$ cat src/rtl/display_scan_driver_pkg.sv
// disp_pkg: constants shared by the display scan driver and its decoder.
//   - MODE_* : which snapshot word is shown (PC, WriteData, HI, LO)
//   - deb_state_e : debounce FSM state encoding
//   - SEG_BLANK / AN_OFF : all segments and all anodes off (active-low)
package disp_pkg;

  localparam logic [1:0] MODE_PC = 2'd0;
  localparam logic [1:0] MODE_WD = 2'd1;
  localparam logic [1:0] MODE_HI = 2'd2;
  localparam logic [1:0] MODE_LO = 2'd3;

  typedef enum logic [1:0] {
    DEB_IDLE         = 2'd0,
    DEB_PRESS_WAIT   = 2'd1,
    DEB_PRESSED      = 2'd2,
    DEB_RELEASE_WAIT = 2'd3
  } deb_state_e;

  localparam logic [6:0] SEG_BLANK = 7'h7F;
  localparam logic [7:0] AN_OFF    = 8'hFF;

endpackage

$ cat src/rtl/display_scan_driver_hex_to_7seg.sv
// hex_to_7seg: combinational hex digit decoder.
//   nibble : 4-bit value 0-F
//   seg    : {g,f,e,d,c,b,a}, active-low; b and d drawn lower-case
module hex_to_7seg
  import disp_pkg::*;
(
  input  logic [3:0] nibble,
  output logic [6:0] seg
);

  always_comb begin
    seg = SEG_BLANK;
    unique case (nibble)
      4'h0: seg = 7'h40;
      4'h1: seg = 7'h79;
      4'h2: seg = 7'h24;
      4'h3: seg = 7'h30;
      4'h4: seg = 7'h19;
      4'h5: seg = 7'h12;
      4'h6: seg = 7'h02;
      4'h7: seg = 7'h78;
      4'h8: seg = 7'h00;
      4'h9: seg = 7'h10;
      4'hA: seg = 7'h08;
      4'hB: seg = 7'h03;
      4'hC: seg = 7'h46;
      4'hD: seg = 7'h21;
      4'hE: seg = 7'h06;
      4'hF: seg = 7'h0E;
      default: seg = SEG_BLANK;
    endcase
  end

endmodule

$ cat src/rtl/display_scan_driver.sv
// display_scan_driver: scans one of four captured 32-bit processor words onto an
// 8-digit multiplexed seven-segment display.
//   Clk           system clock (rising edge)
//   Rst           asynchronous active-low reset
//   PC_in, WriteData_in, HiReg_in, LoReg_in : words that can be displayed
//   ModeBtn       raw push-button, cycles Mode
//   Freeze        while high the captured words hold
//   Seg, An, Dp   registered active-low segment / anode / decimal-point drives
//   Mode          currently selected word (0=PC 1=WD 2=HI 3=LO)
// Build option: DISP_DEBOUNCE_EN compiles in the debounce FSM; without it Mode
// steps on every synchronized rising edge of ModeBtn.
module display_scan_driver
  import disp_pkg::*;
#(
  parameter int REFRESH_DIV     = 100000,
  parameter int DEBOUNCE_CYCLES = 1000000
) (
  input  logic        Clk,
  input  logic        Rst,
  input  logic [31:0] PC_in,
  input  logic [31:0] WriteData_in,
  input  logic [31:0] HiReg_in,
  input  logic [31:0] LoReg_in,
  input  logic        ModeBtn,
  input  logic        Freeze,
  output logic [6:0]  Seg,
  output logic [7:0]  An,
  output logic        Dp,
  output logic [1:0]  Mode
);

  localparam int RW = (REFRESH_DIV > 2) ? $clog2(REFRESH_DIV) : 1;

  // Snapshot registers, indexed by mode value.
  logic [31:0] word_in  [4];
  logic [31:0] snap_reg [4];

  assign word_in[0] = PC_in;
  assign word_in[1] = WriteData_in;
  assign word_in[2] = HiReg_in;
  assign word_in[3] = LoReg_in;

  generate
    for (genvar gi = 0; gi < 4; gi++) begin : g_snap
      always_ff @(posedge Clk or negedge Rst) begin
        if (!Rst)        snap_reg[gi] <= '0;
        else if (!Freeze) snap_reg[gi] <= word_in[gi];
      end
    end
  endgenerate

  // Refresh counter and digit index.
  logic [RW-1:0] refresh_cnt_reg;
  logic [2:0]    idx_reg;
  logic          tick;

  assign tick = (refresh_cnt_reg == RW'(REFRESH_DIV - 1));

  always_ff @(posedge Clk or negedge Rst) begin
    if (!Rst) begin
      refresh_cnt_reg <= '0;
      idx_reg         <= '0;
    end else if (tick) begin
      refresh_cnt_reg <= '0;
      idx_reg         <= idx_reg + 3'd1;
    end else begin
      refresh_cnt_reg <= refresh_cnt_reg + RW'(1);
    end
  end

  // Button synchronizer; only btn_sync_reg[1] is used downstream.
  logic [1:0] btn_sync_reg;
  logic       btn_synced;
  logic [1:0] mode_reg;

  always_ff @(posedge Clk or negedge Rst) begin
    if (!Rst) btn_sync_reg <= '0;
    else      btn_sync_reg <= {btn_sync_reg[0], ModeBtn};
  end

  assign btn_synced = btn_sync_reg[1];

`ifdef DISP_DEBOUNCE_EN
  localparam int DW = (DEBOUNCE_CYCLES > 2) ? $clog2(DEBOUNCE_CYCLES) : 1;

  deb_state_e    deb_state_reg;
  logic [DW-1:0] deb_cnt_reg;
  logic          deb_done;

  assign deb_done = (deb_cnt_reg == DW'(DEBOUNCE_CYCLES - 1));

  // Counter runs only in the two wait states and clears on every transition.
  always_ff @(posedge Clk or negedge Rst) begin
    if (!Rst) begin
      deb_state_reg <= DEB_IDLE;
      deb_cnt_reg   <= '0;
      mode_reg      <= MODE_PC;
    end else begin
      unique case (deb_state_reg)
        DEB_IDLE: begin
          deb_cnt_reg <= '0;
          if (btn_synced) deb_state_reg <= DEB_PRESS_WAIT;
        end
        DEB_PRESS_WAIT: begin
          if (!btn_synced) begin
            deb_state_reg <= DEB_IDLE;
            deb_cnt_reg   <= '0;
          end else if (deb_done) begin
            deb_state_reg <= DEB_PRESSED;
            deb_cnt_reg   <= '0;
            mode_reg      <= mode_reg + 2'd1;
          end else begin
            deb_cnt_reg <= deb_cnt_reg + DW'(1);
          end
        end
        DEB_PRESSED: begin
          deb_cnt_reg <= '0;
          if (!btn_synced) deb_state_reg <= DEB_RELEASE_WAIT;
        end
        DEB_RELEASE_WAIT: begin
          if (btn_synced) begin
            deb_state_reg <= DEB_PRESSED;
            deb_cnt_reg   <= '0;
          end else if (deb_done) begin
            deb_state_reg <= DEB_IDLE;
            deb_cnt_reg   <= '0;
          end else begin
            deb_cnt_reg <= deb_cnt_reg + DW'(1);
          end
        end
        default: begin
          deb_state_reg <= DEB_IDLE;
          deb_cnt_reg   <= '0;
        end
      endcase
    end
  end
`else
  logic btn_prev_reg;

  always_ff @(posedge Clk or negedge Rst) begin
    if (!Rst) begin
      btn_prev_reg <= 1'b0;
      mode_reg     <= MODE_PC;
    end else begin
      btn_prev_reg <= btn_synced;
      if (btn_synced && !btn_prev_reg) mode_reg <= mode_reg + 2'd1;
    end
  end
`endif

  assign Mode = mode_reg;

  // Digit selection and decode.
  logic [31:0] sel_word;
  logic [3:0]  nibble;
  logic [6:0]  glyph;

  always_comb begin
    sel_word = snap_reg[0];
    unique case (mode_reg)
      MODE_PC: sel_word = snap_reg[0];
      MODE_WD: sel_word = snap_reg[1];
      MODE_HI: sel_word = snap_reg[2];
      MODE_LO: sel_word = snap_reg[3];
      default: sel_word = snap_reg[0];
    endcase
  end

  assign nibble = sel_word[{idx_reg, 2'b00} +: 4];

  hex_to_7seg u_dec (
    .nibble (nibble),
    .seg    (glyph)
  );

  // Registered display drives.
  logic [6:0] seg_reg;
  logic [7:0] an_reg;
  logic       dp_reg;

  always_ff @(posedge Clk or negedge Rst) begin
    if (!Rst) begin
      seg_reg <= SEG_BLANK;
      an_reg  <= AN_OFF;
      dp_reg  <= 1'b1;
    end else begin
      seg_reg <= glyph;
      an_reg  <= ~(8'b1 << idx_reg);
      dp_reg  <= !((idx_reg == 3'd0) && Freeze);
    end
  end

  assign Seg = seg_reg;
  assign An  = an_reg;
  assign Dp  = dp_reg;

endmodule
$ cat config.mk
export PLATFORM = sky130hd
export DESIGN_NAME = display_scan_driver
export DESIGN_NICKNAME = d
export VERILOG_FILES = /design/src/rtl/display_scan_driver_pkg.sv /design/src/rtl/display_scan_driver_hex_to_7seg.sv /design/src/rtl/display_scan_driver.sv
export SDC_FILE = /design/constraint.sdc
export NUM_CORES = 1
export LEC_CHECK = 0
export BUFFER_PORTS_ARGS = -buffer_cell sky130_fd_sc_hd__buf_4
export CAP_MARGIN = 20
export CORE_UTILIZATION = 50
export CTS_CLUSTER_SIZE = 20
export DETAILED_ROUTE_END_ITERATION = 6
export PLACE_DENSITY = 0.82
export RECOVER_POWER = 100
export SETUP_SLACK_MARGIN = 0.3
export SYNTH_ARGS = -nofsm -noshare
export SYNTH_HDL_FRONTEND = slang
export SYNTH_SLANG_ARGS = --single-unit
$ cat constraint.sdc
create_clock -name Clk -period 4.1 [get_ports Clk]
set_input_delay 0.205 -clock Clk [delete_from_list [all_inputs] [get_ports Clk]]
set_output_delay 0.205 -clock Clk [all_outputs]
set_load 0.05 [all_outputs]
Yosys cells after proc, flatten, opt, wreduce, memory -nomap -nowiden --
Memory sizes are Yosys's and may differ from the RTL's. A register that Yosys moved wholly into a read port is not among the register bits. Cells that the tools add are included.
Cells by class: $add $sub $neg 3, equal/unequal tests 4, shift-type cells 2, multiplexer cells 2, bitwise operators 1, reduce and logical (&&, ||, !) cells 7
Operators with widths (count):
- $pmux 32 s4 | 1
- $shiftx 32x6->4 | 1
- $add 17x1->17 const B | 1
- $eq 17x17->1 const B | 1
- $mux 17 | 1
- $not 8->8 | 1
- $shl 1x3->8 const A | 1
- $eq 2x2->1 const B | 2
- $add 3x1->3 const B | 1
- $logic_not 1->1 | 3
- $logic_not 3->1 | 1
- $add 2x1->2 const B | 1
- $eq 2x1->1 const B | 1
- $logic_and 1x1->1 | 2
- $logic_not 2->1 | 1
Storage, ports and cells: flip-flop bits (word level) 162, memory bits (read-only) 112, input port bits 132, logic and storage cells 31, memories kept 1
Memories:
- (no name shown) | words 16, bits a word 7, rd ports 1, clocked after memory_dff 1, write ports 0, RTL line display_scan_driver_hex_to_7seg.sv:13 | unique case (nibble)

Longest topological paths before layout --
Gate-level depths: netlist of run 1.
depth in word-level cells 3, gate-level depth with buffers 15, gate-level depth less buffers 13

By module --
From an unflattened synthesis of run 1, not the netlist that was laid out.
Second synthesis, totals: cells, all modules 557, area total of the unflattened synthesis 7607.3 µm²
By module, submodules not included:
- display_scan_driver | times used 1, cells each 525, area an instance 7332.0 µm², sequential area each 4249.1 µm²
- hex_to_7seg | times used 1, cells each 32, area an instance 275.3 µm², sequential area each 0.0 µm²

Least setup slack after synthesis of run 1 --
Ideal clock, no wire load.
kind register to register, start point register mode_reg[1], in the netlist Mode[1], end point register seg_reg[0], in the netlist Seg[0], setup time 0.083 ns, arrival 2.908 ns, required time 4.017 ns, slack 1.108 ns, stages on the path, launching flop included 14, buffers on the path 2, cell sequence dfrtp_1 -> inv_1 -> ha_1 -> buf_2 -> buf_2 -> a222oi_1 -> mux2i_1 -> nor3_1 -> a221oi_1 -> o21ai_1 -> inv_1 -> ha_1 -> and3_1 -> a221o_1
Between the ends: longest elaborated chain between the ends 3
RTL lines:
- from (decl) | RTL line display_scan_driver.sv:74 | logic [1:0] mode_reg;
- from (signal assigned) | RTL line display_scan_driver.sv:147 | if (btn_synced && !btn_prev_reg) mode_reg <= mode_reg + 2'd1;
- $eq 2x2->1, or another cell as far along | RTL line display_scan_driver.sv:161 | unique case (mode_reg)
- $pmux 32 s4 * | RTL line display_scan_driver.sv:161
- $shiftx 32x6->4 * | RTL line display_scan_driver.sv:170 | assign nibble = sel_word[{idx_reg, 2'b00} +: 4];
- to (decl) | RTL line display_scan_driver.sv:178 | logic [6:0] seg_reg;
Mark *: on every way between the ends. The rest lies on a longest branch, timed or not. A chain may end at the register's enable or synchronous reset.

Worst setup path after layout of run 1 --
start point register idx_reg[1], end point register seg_reg[0], in the netlist Seg[0]
Between the ends: longest elaborated chain between the ends 1
RTL lines:
- from (decl) | RTL line display_scan_driver.sv:54 | logic [2:0] idx_reg;
- from (signal assigned) | RTL line display_scan_driver.sv:65 | idx_reg <= idx_reg + 3'd1;
- $shiftx 32x6->4 | RTL line display_scan_driver.sv:170
No other way between the ends.

==> results of run 1 <==
==> worst max-delay path by stage <==
stage | depth (start not counted) | from | end | slack [ns]
after floorplan | 13 | Mode[1]$_DFFE_PN0P_ | Seg[0]$_DFF_PN1_ | 1.11
after CTS | 11 | Mode[0]$_DFFE_PN0P_ | Seg[3]$_DFF_PN1_ | 0.91
after global routing | 13 | idx_reg[1]$_DFFE_PN0N_ | Seg[5]$_DFF_PN1_ | 0.30
after detailed placement | 11 | Mode[0]$_DFFE_PN0P_ | Seg[3]$_DFF_PN1_ | 0.94
after global placement | 11 | Mode[1]$_DFFE_PN0P_ | Seg[4]$_DFF_PN1_ | 1.14
final | 11 | idx_reg[1]$_DFFE_PN0N_ | Seg[0]$_DFF_PN1_ | 0.58
==> report_power, final <==
group	internal, W	total (W)	switching (W)
sequential	0.00187	0.00198	0.000108
combinational	0.000655	0.00159	0.000934
clock	0.00100	0.00165	0.000649
total	0.00353	0.00522	0.00169
==> kinds of logic after synthesis <==
family                   count (synthesis)
multiplexers                           147
XOR/XNOR                                17
flip-flops                             169
AND/OR/NAND/NOR                         98
adder cells (fa/ha/maj)                 17
buffers and inverters                   46
AO/OA/AOI/OAI                           78
==> what timing repair did <==
action                    CTS  global route
hold endpoints to repair   94             0
hold buffers               51             0
buffers inserted            0             0
==> per-stage QoR <==
stage	instance area, sq um	util [%]	setup WS [ns]
after floorplan	7600	-	1.11
after global placement	8850	60.2	1.14
after detailed placement	8850	60.2	0.942
after CTS	9970	67.8	0.912
after global routing	9900	67.4	0.305
final	9900	67.4	0.576
==> routing by layer <==
metal,GRT usage (%),vias up
met5,0,-
met4,11.8,0
met3,5.18,46
met2,41.8,223
met1,31.8,2679
li1,-,2466
==> cell type report <==
type / count / area [sq um]
Tap cell: 184 / 230
Timing Repair Buffer: 211 / 1640
Multi-Input combinational cell: 357 / 3120
Inverter: 12 / 45.0
Fill cell: 1038 / 4800
Sequential cell: 169 / 4250
Clock buffer: 20 / 467
Clock inverter: 11 / 144
==> cell usage in the layout, fill, tap and decap left out, types with 4 or more instances in the layout <==
cell / instances
nand2_1: 39
dfstp_2: 16
inv_1: 11
clkbuf_16: 17
xor2_1: 6
nand3_1: 16
a21oi_1: 12
dfrtp_1: 153
dlygate4sd3_1: 51
mux2_2: 128
a22oi_1: 28
clkbuf_1: 24
nor3_1: 5
a32oi_1: 10
ha_1: 17
mux2i_1: 12
a222oi_1: 4
nor2_1: 17
xnor2_1: 11
buf_4: 134
a221oi_1: 4
==> out/qor.csv, run 1 <==
metric,value,unit
yosys.area_share.adder,2.80,%
post_cts_resized,0,
critical_path_required,4.45,ns
timing_max_transition_violations_final,68,
buffer_and_inverter_count_on_the_worst_path,3,
worstPathArrival,3.87,ns
setup-tns-final,0,ns
wirelength,18700,um
path_max_fanout,17,
synthTopCellsByArea,"dfrtp_1, mux2_2, dfstp_2",
whs,0.00847,ns
count_of_nets_after_finishing,917,
top_layer_used,met4,
worstMarginPinSlew,3.46,ns
worst_path_dominant_cell_family,buffers and inverters,
synth_simple_gate_area_share,6.58,%
drt.antenna.violating_nets,0,
route.detailed.drc,9,
first_iter_violations,438,
slowest_delay,0.70,ns
port_buffers,149,
async_reset_ff_share,100,%
critical_path.reg2reg.startpoint,idx_reg[1]$_DFFE_PN0N_,
clockRootBuffer,clkbuf_16,
synth-seq-cells,169,
grt_antenna_before_repair,0,
netlist_area,7600,sq um
detailroute.via_count,5414,
finalSetupViolations,0,
post-synth-top-area-fraction,50.3,%
finalClockSkew,0.0100,ns
synth_nets,721,
worst_hold_startpoint,LoReg_in[30],
synthTopCellsByCount,"dfrtp_1, mux2_2, nand2_1",
hpwlAfterDp,13000,um
worstSetupEndpointType,flip-flop,
postSynthCellCount,572,
wl_per_cell,19.4,um
worst-r2r-setup-slack,0.58,ns
grt_start_max_net_pins,121,
met3_wirelength,1150,um
die-area,15700,sq um
wirelength_met1,7740,um
pin_count,150,
via_count_of_the_first_global_routing_pass,5813,
start_kind,flip-flop,
share_of_the_synthesized_area_in_compound_gates_ao_oa_aoi_oai,7.72,%
max_slew_margin,-131,%
syn_to_final_growth,30.2,%
initial_core_util,51.7,%
drtPass1Iterations,7,
peakVddDrop,347,uV
cts_max_level,4,
critical-path-top-cell-by-count,inv_1,
largest_register_ffs,128,
clock_sinks,169,
synth_enable_flop_cells,0,
p_per_area,527,nW/um^2
peak_clock_frequency_supported_by_timing,284,MHz
antenna_cells_inserted,0,
critPathKind,flip-flop to flip-flop,
p_leak,4.29,nW
whs_endpoint,snap_reg[30]$_DFFE_PN0N_,
gp_congestion,0.880,
insertion_delay,0.44,ns
grt_util_all_layers,25.2,%
cts.clk_slew.worst_paths,0.07,ns
synth_most_common_cell,dfrtp_1,
post_route_cells_drive_above_1_share,40.9,%
yosys_most_used_dff,dfrtp_1,
grt_setup_unrepaired,false,
floorplan.die.height,125,um
synth_top_family_by_area,multiplexers,
placement_rows,44,
route.detailed.vias_per_inst,5.62,
synth-warning-count,0,
min_path_type,input port to flip-flop,
tritoncts,yes,
synthesis.area_per_instance,13.3,sq um
run_status,finished with violations,
fin_crit_sh,86.0,%
hold_violations,0,
floorplan.die.width,125,um
crit_path_cells,clkbuf_1 -> inv_1 -> a21oi_1 -> a221oi_1 -> nor3_1 -> nor2_1 -> o21ai_1 -> inv_1 -> ha_1 -> and3_1 -> a221o_1,
yosysSeqAreaShare,55.9,%
drv.max_cap_violation_count,1,
met2WireLength,9190,um
reg2reg_path_depth,11,
worst_r2r_endpoint,Seg[0]$_DFF_PN1_,
core_region_area,14700,sq um
synth_top_cell_by_area,dfrtp_1,
final_cell_count_no_fill,964,
critical_path_cell_with_the_highest_stage_delay,clkbuf_1,
post_synth_num_cell_types,54,
totalPowerFinal,0.00522,W
post-route-min-period,3.52,ns
hold_crit_depth,2,
yosys.area_share.xor_xnor,1.96,%
synthMuxAreaShare,22.2,%
numPlacedInstances,880,
grt_overflow_total,0,
number_of_buffers_inserted_during_clock_tree_synthesis,17,
wire_length_of_the_first_global_routing_pass,29900,um
failed_checks,"design-rule violations, max-capacitance violations, max-slew violations",
clk_path_buf_depth,2,
Note: power is estimated with default switching activity, not from simulation.
==> run 2, diff against run 1 <==
Settings changed: SYNTH_HIERARCHICAL set to 1.
==> run 2 against run 1 <==
Against the previous run:
- the flow still finishes with violations (design-rule violations, max-capacitance violations, max-slew violations)
- largest cell class unchanged
- setup slack gained 0.030 ns
- design area fell by 2.9%
- critical path type unchanged
- sequential power is essentially flat
==> out/qor.csv, run 2 <==
metric,value,unit,change
fin_crit_sh,85.2,%,-0.74 points
floorplan.die.width,125,um,about the same
synthTopCellsByArea,"dfrtp_1, mux2_2, dfstp_2",,
synthMuxAreaShare,23.4,%,+1.1 points
layout.cells.most_common,dfrtp_1,,
synth_enable_flop_cells,0,,unchanged
critical_path.reg2reg.startpoint,Mode[0]$_DFFE_PN0P_,,
slowest_delay,0.46,ns,-0.24 ns
finalCoreUtilization,65.4,%,-1.9 points
max_slew_margin,-64.3,%,+66 points
wire_length_of_the_first_global_routing_pass,29400,um,-1.6%
yosys_most_used_dff,dfrtp_1,,
number_of_buffers_inserted_during_clock_tree_synthesis,17,,unchanged
drv.max_cap_violation_count,5,,+4
postSynthCellCount,557,,-2.6%
async_reset_ff_share,100,%,unchanged
post_route_cells_drive_above_1_share,44.8,%,+3.9 points
p_leak,4.17,nW,-2.8%
finalInstanceArea,9610,sq um,-2.9%
synth_most_common_cell,dfrtp_1,,
wirelength,18400,um,-1.6%
wl_per_cell,19.9,um,+2.8%
first_iter_violations,508,,+16%
dp_slack,0.423,ns,-0.519 ns
hpwlAfterDp,12600,um,-3.3%
p_per_area,516,nW/um^2,-2.1%
mostFrequentLayoutCells,"dfrtp_1, mux2_2, buf_4, nand2_1, dlygate4sd3_1",,
count_of_nets_after_finishing,876,,-4.5%
worstMarginPinSlew,2.46,ns,-0.996 ns
insertion_delay,0.43,ns,about the same
hold_violations,0,,unchanged
synth_top_family_by_area,multiplexers,,
worstPathArrival,3.84,ns,-0.03 ns
failed_checks,"design-rule violations, max-capacitance violations, max-slew violations",,
min_path_type,input port to flip-flop,,
endpoint,Seg[0]$_DFF_PN1_,,
gp_congestion,0.836,,-5.0%
grt_antenna_before_repair,0,,unchanged
syn_to_final_growth,26.4,%,
antenna_cells_inserted,0,,unchanged
detailroute.via_count,5363,,-0.94%
synth_nets,707,,-1.9%
path_max_fanout,25,,+8
yosys.area_share.adder,2.96,%,+0.16 points
final_critical_path_setup_slack,0.606,ns,+0.0304 ns
pin_count,150,,unchanged
synth_simple_gate_area_share,5.72,%,-0.86 points
critical_path_cell_with_the_highest_stage_delay,a222oi_1,,
setup-tns-final,0,ns,unchanged
peakVddDrop,328,uV,-5.4%
critPathKind,flip-flop to flip-flop,,
core_region_area,14700,sq um,unchanged
placed_cell_area,8870,sq um,+0.17%
worst_setup_sp,Mode[0]$_DFFE_PN0P_,,
post_synth_num_cell_types,47,,-13%
start_kind,flip-flop,,
largest_register_ffs,128,,unchanged
share_of_the_synthesized_area_in_compound_gates_ao_oa_aoi_oai,7.47,%,-0.25 points
route.detailed.vias_per_inst,5.81,,+3.5%
stages_on_worst_setup_path,12,,+1
yosysSeqAreaShare,55.9,%,about the same
clock_sinks,169,,unchanged
grt_setup_unrepaired,false,,
initial_core_util,51.8,%,about the same
reg2reg_path_depth,12,,+1
synth_top_cell_by_area,dfrtp_1,,
floorplan.die.height,125,um,about the same
whs,0.0123,ns,+0.00387 ns
grt_util_all_layers,24.6,%,-0.60 points
post-route-min-period,3.49,ns,-0.0304 ns
clk_path_buf_depth,2,,unchanged
synthesis.area_per_instance,13.7,sq um,+2.7%
worst_path_dominant_cell_family,compound AO/OA/AOI/OAI gates,,
netlist_area,7610,sq um,about the same
worst-r2r-setup-slack,0.61,ns,+0.03 ns
route.detailed.drc,10,,+1
timing_max_transition_violations_final,217,,+220%
port_buffers,149,,unchanged
placement_rows,44,,unchanged
crit_path_cells,inv_1 -> ha_1 -> buf_4 -> a222oi_1 -> nand2_1 -> a311oi_1 -> o31ai_1 -> inv_1 -> ha_1 -> and2b_2 -> or3b_1 -> o21ai_0,,
post-synth-top-area-fraction,50.3,%,about the same
yosys.area_share.xor_xnor,1.73,%,-0.23 points
drtPass1Iterations,7,,unchanged
drt.antenna.violating_nets,0,,unchanged
critical_path_required,4.45,ns,about the same
fillerInstances,1069,,+3.0%
tritoncts,yes,,
worstSetupEndpointType,flip-flop,,
via_count_of_the_first_global_routing_pass,5712,,-1.7%
buffer_and_inverter_count_on_the_worst_path,3,,unchanged
grt_start_max_net_pins,100,,-17%
synthTopCellsByCount,"dfrtp_1, mux2_2, nand2_1",,
cts.clk_slew.worst_paths,0.06,ns,about the same
run_status,finished with violations,,
peak_clock_frequency_supported_by_timing,286,MHz,+0.87%
cts_max_level,4,,unchanged
worst_r2r_endpoint,Seg[0]$_DFF_PN1_,,
clockRootBuffer,clkbuf_16,,
die-area,15700,sq um,about the same
finalSetupViolations,0,,unchanged
finalClockSkew,0.00849,ns,-0.00152 ns
grt_overflow_total,0,,unchanged
synth-warning-count,6,,+6
synth-seq-cells,169,,unchanged
worst_hold_startpoint,HiReg_in[30],,
[run 2: worst min path at each step]
stage / end / slack (ns) / depth (start not counted)
final: snap_reg[62]$_DFFE_PN0N_ / 0.01 / 2
after global routing: snap_reg[69]$_DFFE_PN0N_ / 0.0002 / 2
after CTS: snap_reg[111]$_DFFE_PN0N_ / 0.00004 / 2
after detailed placement: btn_sync_reg[0]$_DFF_PN0_ / 0.32 / 1
after global placement: btn_sync_reg[0]$_DFF_PN0_ / 0.32 / 1
after floorplan: Mode[0]$_DFFE_PN0P_ / -0.09 / 0
[run 2: metal layers]
layer | global-route usage, % | part of all wire (%) | up-vias
li1 | - | - | 2386
met1 | 29.5 | 40 | 2712
met5 | 0 | 0 | -
met3 | 5.82 | 5.5 | 38
met4 | 11.1 | 2.8 | 0
met2 | 42.1 | 52 | 227
[run 2: report_power, final]
| group | internal [W] | switching [W] |
|---|---|---|
| Clock | 0.000929 | 0.000642 |
| Combinational | 0.000616 | 0.000792 |
| Sequential | 0.00187 | 0.000113 |
| Total | 0.00341 | 0.00155 |
[run 2: final cells by class]
type                    count  area [sq um]  share of cell area, %
multi-input cells         340          3110                   32.4
inverters                  11          41.3                  0.429
repair buffers            187          1400                   14.5
clock buffers              22           464                   4.83
clock inverters            10           120                   1.25
well taps                 184           230                   2.39
flip-flops and latches    169          4250                   44.2
[run 2: repair_timing]
item,in CTS,in global routing
hold buffers,22,5
setup buffers,0,0
setup endpoints to repair,0,4
hold endpoints to repair,105,5
gates resized for setup,0,2
[run 2: through the flow]
stage | total power (W) | std cells
global placement | 0.00330 | 863
detailed placement | 0.00339 | 863
finish | 0.00496 | 923
floorplan | 0.00294 | 557
global route | 0.00518 | 923
CTS | 0.00500 | 917
[run 2: cells by family after synthesis]
group           after synthesis
simple gates                 85
xor+xnor                     15
mux                         149
compound gates               73
fa+ha+maj                    18
flops                       169
buf+inv                      48
[run 2: worst register-to-register path, cell delays in order, from the launching register on]
cell	delay [ns]
dfrtp_1	0.43
inv_1	0.09
ha_1	0.32
buf_4	0.27
a222oi_1	0.46
nand2_1	0.12
a311oi_1	0.40
o31ai_1	0.23
inv_1	0.20
ha_1	0.22
and2b_2	0.23
or3b_1	0.36
o21ai_0	0.09
